[src/rtl/prng_pkg.sv]
`default_nettype none
// ============================================================================
// Module   : prng_pkg
// Purpose  : Shared word width, checker state encoding and default seed.
// Revision : 1.0  initial release
// ============================================================================
package prng_pkg;

    localparam int          WORD_W       = 32;
    localparam int          MISS_W       = 4;
    localparam logic [31:0] DEFAULT_SEED = 32'd20240301;

    typedef enum logic [1:0] {
        ST_IDLE  = 2'd0,
        ST_SYNC  = 2'd1,
        ST_CHECK = 2'd2
    } state_e;

endpackage : prng_pkg
`default_nettype wire

[src/rtl/prng_stream_checker_generator.sv]
`default_nettype none
// ============================================================================
// Module   : Generator
// Purpose  : Combinational xorshift32 step (shifts 13, 17, 5).
// Revision : 1.0  initial release
// ============================================================================
module Generator
    import prng_pkg::*;
(
    input  logic [WORD_W-1:0] x_i,
    output logic [WORD_W-1:0] y_o
);

    logic [WORD_W-1:0] s1_w;
    logic [WORD_W-1:0] s2_w;

    assign s1_w = x_i  ^ (x_i  << 13);
    assign s2_w = s1_w ^ (s1_w >> 17);
    assign y_o  = s2_w ^ (s2_w << 5);

endmodule : Generator
`default_nettype wire

[config.mk]
export PLATFORM = sky130hd
export DESIGN_NAME = Generator
export DESIGN_NICKNAME = d
export VERILOG_FILES = /design/src/rtl/prng_pkg.sv /design/src/rtl/prng_stream_checker_generator.sv
export SDC_FILE = /design/constraint.sdc
export NUM_CORES = 1
export LEC_CHECK = 0
export CORE_MARGIN = 1.5
export CORE_UTILIZATION = 31
export DETAILED_ROUTE_END_ITERATION = 12
export GPL_ROUTABILITY_DRIVEN = 0
export MAX_ROUTING_LAYER = met4
export PLACE_DENSITY = 0.82
export SYNTH_ARGS = -nofsm -noshare
export SYNTH_HDL_FRONTEND = slang
export SYNTH_SLANG_ARGS = --single-unit
[constraint.sdc]
create_clock -name vclk -period 2
set_clock_uncertainty 0.1 [all_clocks]
set_input_delay 0.6 -clock vclk [all_inputs]
set_output_delay 0.6 -clock vclk [all_outputs]
set_load 0.005 [all_outputs]
==> metrics.txt, run 1 <==
status did not finish; Fail Step clock tree synthesis; Tool Error [ERROR DPL-0033] detailed placement checks failed during check placement.; die height 52.8 um; Netlist cell types 5; # rows 17; Syn Area/Cell 13.3 um^2; DP Worst Slack -1.04 ns; top cell type's share of synthesized area 30.7%; postcts setup bufs 39; Synth area leader xnor2_1; HPWL after detailed placement 2.18 mm; Post-Syn Instances 58; area of the mapped netlist 769 um^2; Syn Nets 90; Seq/Total Area, Yosys 0%; die extent in x 52.8 um; PortBufs 64; initial cell density of the core 33.8%; PostCTS Resize Cnt 369; cts hold-fix bufs 0; top cells by area, synth xnor2_1 (31%), xor3_1 (28%), xnor3_1 (23%); YS warnings 0; I/O pin total 64
==> metrics by stage <==
stage / utilization, % / area [um^2] / std cells / hold WS, ns
3_5_place_dp: 76.0 / 1730 / 178 / 2.23
2_1_floorplan: - / 845 / 58 / 1.16
3_3_place_gp: 76.0 / 1730 / 178 / 2.21
==> synthesized netlist by cell type, drive strengths merged <==
cell type / number
xor2: 13
xnor2: 27
xor3: 10
xnor3: 8
==> cell families after synthesis <==
kind of cell,share of synthesized area [%]
xor gates and xnor gates,100
==> run 2: changes to the inputs <==
CORE_AREA = 2 2 63 65   (was default)
CORE_MARGIN = default   (was 1.5)
CORE_UTILIZATION = default   (was 31)
DIE_AREA = 0 0 65 67   (was default)
MAX_ROUTING_LAYER = default   (was met4)
PLACE_DENSITY = default   (was 0.82)
PLACE_DENSITY_LB_ADDON = 0.15   (was default)
clock period = 2.6 ns   (was 2 ns; I/O delays follow)
==> run 2 against run 1 <==
Net effect: the flow now finishes, with violations (negative setup slack); area after synthesis unchanged; synthesized cell count unchanged.
==> metrics.txt, run 2 <==
top cells by area, synth xnor2_1 (31%), xor3_1 (28%), xnor3_1 (23%); worst hold margin 1.87 ns; fin nets 215; crit-path max cell delay 0.38 ns; cell with the most instances after synthesis xnor2_1; GR Util All Layers 14.0%; Setup WS post-layout -0.0311 ns; critical path data arrival time 1.75 ns; cts hold-fix bufs 0; die height 67 um; Syn Nets 90; worst vdd ir 0.133 mV; n_diodes 0; FF/Latch Area 0 um^2; relative slew slack 85.4%; Power per Cell Area 312 nW/um^2; most common cell after layout, fill and taps aside buf_4; largest net degree at the start of global routing 5; Post-synth top cells xnor2_1 (27), xor2_1 (13), xor3_1 (9), xnor3_1 (8), xor3_2 (1); final cell count without fillers 229; switch share 34.6%; area of the mapped netlist 769 um^2; PortBufs 64; worst path bufs/invs 3; initial cell density of the core 21.3%; via count 891; Fillers 337; met3 GRT Util 1.69%; DP Worst Slack -0.874 ns; combinational share of power 100.0%; post-route ant nets 0; fin crit period 2.63 ns; Critical-path top delay cell xnor3_1; Max Cap Viol 0; share of layout cells above drive strength 1 79.6%; area delta synth->final 166%; max-slew violations 0; vias in the first global route 998; CP endpoint kind output port; placed cells 199; YS warnings 0; setup TNS -0.0727 ns; first-pass GRT wire length 4.74 mm; Netlist cell types 5; Top delay family on crit path XOR/XNOR gates; met2 global-route usage 28.4%; total gr overflow 0; via density per instance 3.89; Slew @ Worst Pin 0.219 ns; Internal 0.000417 W; Final Hold Vio Count 0; router iterations before antenna repair 2; I/O pin total 64; worst-path cell chain buf_8 -> xnor2_4 -> buf_6 -> xnor3_1 -> buf_2; status finished with violations; RSZ-0062 raised after global routing yes; Seq cells 0; met1 Usage GRT 16.5%; initial antenna violation count 0; top cell type's share of synthesized area 30.7%; Syn Area/Cell 13.3 um^2; die extent in x 65 um; drt wl/cell 13.4 um; crit path max fanout 3; Die ar. 4360 um^2; violated checks negative setup slack; core area 3610 um^2; DRC 0; Leakage Power 1.11 nW; Worst EP required 1.72 ns; Synth area leader xnor2_1; First DRT Iteration DRCs 12; final wirelength 3.07 mm; busiest grt layer met2; # rows 22; period utilisation layout 101%; Seq/Total Area, Yosys 0%; HPWL after detailed placement 2.05 mm; final setup fails 3; switching power 0.000220 W; Post-Syn Instances 58; sequential power share 0%; commonest non-fill, non-tap cells in the layout buf_4 (53), buf_2 (35), buf_6 (16); WS Path Type primary input to output port; Clk network pwr share 0%; CP Launch Type primary input; Fmax achieved 380 MHz; area occupied by multi-input gates 1050 um^2; Tightest Hold Check Type primary input to output port; CLK BUF 0
[run 2: cell counts after synthesis]
Identical to the previous run, type by type.
[run 2: worst min-delay path, cell delays in order]
cell      delay, ns
buf_6          0.09
xnor2_2        0.14
xor2_1         0.07
clkbuf_2       0.11
[run 2: stage by stage]
step           power [W]  util [%]  area, um^2
5_1_grt         0.000688      56.7        2040
3_5_place_dp    0.000621      46.8        1690
6_report        0.000638      56.7        2040
2_1_floorplan   0.000245         -         769
3_3_place_gp    0.000620      46.8        1690
4_1_cts         0.000621      54.4        1960
[run 2: routing by layer]
layer	part of all wire (%)	wire (um)
met1	37	1130
met2	57	1740
met3	6.1	188
met4	0	0
met5	0	0
[run 2: path summary, 6_finish.rpt]
| check | start | to | slack, ns | cells after the start |
|---|---|---|---|---|
| max | x_i[9] | y_o[5] | -0.03 | 5 |
| min | x_i[8] | y_o[21] | 1.87 | 4 |
[run 2: cell type report]
cell class,instances,area share (%)
Tap cell,48,2.94
Multi-Input combinational cell,58,51.6
Timing Repair Buffer,123,45.5
[run 2: timing repair]
item | in CTS | in global routing
hold endpoints to repair | 0 | 0
pin swaps | 34 | 22
setup buffers | 31 | 7
resized for setup | 259 | 39
setup endpoints to repair | 32 | 24
[run 2: kinds of logic (layout without fill, tap and decap cells)]
group / Yosys count / count (layout) / share of synthesized area (%)
XOR/XNOR: 58 / 58 / 100
buffers and inverters: 0 / 123 / 0
[run 2: power groups by stage]
stage	sequential, W	combinational [W]	clock (W)
global placement	0	0.000620	0
finish	0	0.000638	0
global route	0	0.000688	0
floorplan	0	0.000245	0
CTS	0	0.000621	0
detailed placement	0	0.000621	0
Power figures use the tool's default switching activity.
==> run 3: changes to the inputs <==
ABC_AREA = 1   (was default)
CELL_PAD_IN_SITES_DETAIL_PLACEMENT = 2   (was default)
CELL_PAD_IN_SITES_GLOBAL_PLACEMENT = 2   (was default)
CORE_AREA = default   (was 2 2 63 65)
CORE_MARGIN = 1.5   (was default)
CORE_UTILIZATION = 16   (was default)
DIE_AREA = default   (was 0 0 65 67)
REMOVE_ABC_BUFFERS = 1   (was default)
==> run 3 against run 2 <==
Net effect: the run now ends clean; flip-flop and latch count is the same; routed wire length increased by 90%; total power is 20% lower; non-clock buffer count is 2 lower; critical endpoint is now y_o[4].
==> metrics.txt, run 3 <==
crit path max fanout 3; final setup fails 0; hold path depth 5; Seq/Total Area, Yosys 0%; CLK BUF 0; first-pass GRT wire length 9.25 mm; relative slew slack 86.6%; Critical-path top delay cell dlygate4sd2_1; GR Util All Layers 15.3%; busiest grt layer met2; share of layout cells above drive strength 1 54.6%; HPWL after detailed placement 4.56 mm; Design Area, Final 2340 um^2; DRC 0; final cell count without fillers 459; met1 Usage GRT 19.4%; worst-path cell chain buf_4 -> nand2_1 -> nand2_2 -> nand2_1 -> nand2_1 -> buf_4 -> buf_4 -> dlygate4sd2_1; placed cells 428; top cell type's share of synthesized area 55.7%; met3 GRT Util 0.289%; total gr overflow 0; PortBufs 64; Worst EP required 1.72 ns; Power per Cell Area 218 nW/um^2; router iterations before antenna repair 2; Critical Path Source x_i[21]; critical path data arrival time 1.71 ns; fin crit period 2.59 ns; post-route ant nets 0; initial cell density of the core 16.4%; Design Power 0.000511 W; final wirelength 5.82 mm; cts hold-fix bufs 0; vias in the first global route 2038; area of the mapped netlist 1100 um^2; top cells by area, synth nand2_1 (56%), inv_1 (9.2%), nand2_2 (9.1%); via count 1941; max-slew violations 0; n_diodes 0; via density per instance 4.23; Setup WS post-layout 0.0102 ns; worst vdd ir 0.0554 mV; cell with the most instances after synthesis nand2_1; DP Worst Slack -0.703 ns; Top delay family on crit path buffers and inverters; I/O pin total 64; Post-Syn Instances 258; FF/Latch Area 0 um^2; Synth area leader nand2_1; die extent in x 85.9 um; Max Cap Viol 0; most common cell after layout, fill and taps aside nand2_1; fin nets 413; YS warnings 0; Die ar. 7370 um^2; # rows 30; crit-path max cell delay 0.25 ns; Final Hold Vio Count 0; Fmax achieved 386 MHz; Seq cells 0; CP Depth 8; RSZ-0062 raised after global routing yes; core area 6720 um^2; initial antenna violation count 0; CP endpoint kind output port; drt wl/cell 12.7 um; First DRT Iteration DRCs 20; Leakage Power 1.42 nW; commonest non-fill, non-tap cells in the layout nand2_1 (125), buf_4 (59), nand2_2 (47); Syn Area/Cell 4.26 um^2; period utilisation layout 99.6%; crit path to y_o[4]; worst path bufs/invs 4; CP Launch Type primary input; met2 global-route usage 30.2%; Netlist cell types 10; WS Path Type primary input to output port; die height 85.9 um; Slew @ Worst Pin 0.200 ns; Tightest Hold Check Type primary input to output port; post-placement cell area 2030 um^2; Post-synth top cells nand2_1 (163), inv_1 (27), nand3_1 (18), nand2_2 (16), inv_2 (13); largest net degree at the start of global routing 6; area delta synth->final 113%; status finished clean
-- run 3: changes by cell type in the layout (fill, tap and decap cells not counted), moves of 12 or more --
cell / change
nand2_1: +125
nand2_2: +47
inv_2: +27
buf_2: -12
-- run 3: stage by stage --
step	hold WS (ns)	setup TNS (ns)	util [%]
after floorplan	1.57	0	-
after global placement	2.62	-19.31	30.3
after detailed placement	2.62	-19.94	30.3
after CTS	2.03	0	33.8
after global routing	1.96	-0.0577	34.9
final	1.91	0	34.9
-- run 3: layer usage --
| metal | vias to the layer above | wire [um] |
|---|---|---|
| met5 | - | 0 |
| met4 | 0 | 0 |
| met3 | 0 | 131 |
| met2 | 31 | 3130 |
| met1 | 907 | 2560 |
| li1 | 1003 | - |
-- run 3: kinds of logic (layout without fill, tap and decap cells) --
kind of cell              Yosys count  after routing  synth area share (%)
and+or+nand+nor                   203            203                  75.1
buffers and inverters              40            161                  13.7
AOI/OAI and AO/OA                   2              2                 0.910
xor gates and xnor gates           13             13                  10.4
-- run 3: worst min path at each step --
stage             from  endpoint  slack [ns]
4_1_cts        x_i[10]   y_o[28]        2.03
5_1_grt        x_i[23]   y_o[28]        1.96
3_5_place_dp   x_i[25]   y_o[25]        2.62
6_report       x_i[23]   y_o[28]        1.91
3_3_place_gp   x_i[25]   y_o[25]        2.62
2_1_floorplan   x_i[2]    y_o[2]        1.57
-- run 3: final cells by class --
cell class         instances  area, um^2
fillers                  875        4380
multi-input cells        218        1180
repair buffers           121         901
inverters                 40         160
well taps                 80         100
-- run 3: tightest hold or removal path: stages --
cell      delay, ns
buf_2          0.11
nand2_2        0.07
nand2_2        0.09
xnor2_1        0.07
clkbuf_2       0.10
-- run 3: power breakdown --
| part | leakage [nW] | switching (W) | internal [W] | total, W |
|---|---|---|---|---|
| combinational | 1.42 | 0.000260 | 0.000251 | 0.000511 |
| clock | 0 | 0 | 0 | 0 |
| sequential | 0 | 0 | 0 | 0 |
| total | 1.42 | 0.000260 | 0.000251 | 0.000511 |
-- run 3: what timing repair did --
| action | 4_1_cts | 5_1_grt |
|---|---|---|
| pin swaps | 31 | 22 |
| cloned | 0 | 0 |
| setup endpoints to repair | 32 | 24 |
| hold endpoints to repair | 0 | 0 |
| setup buffers | 27 | 4 |
| resized for setup | 234 | 66 |
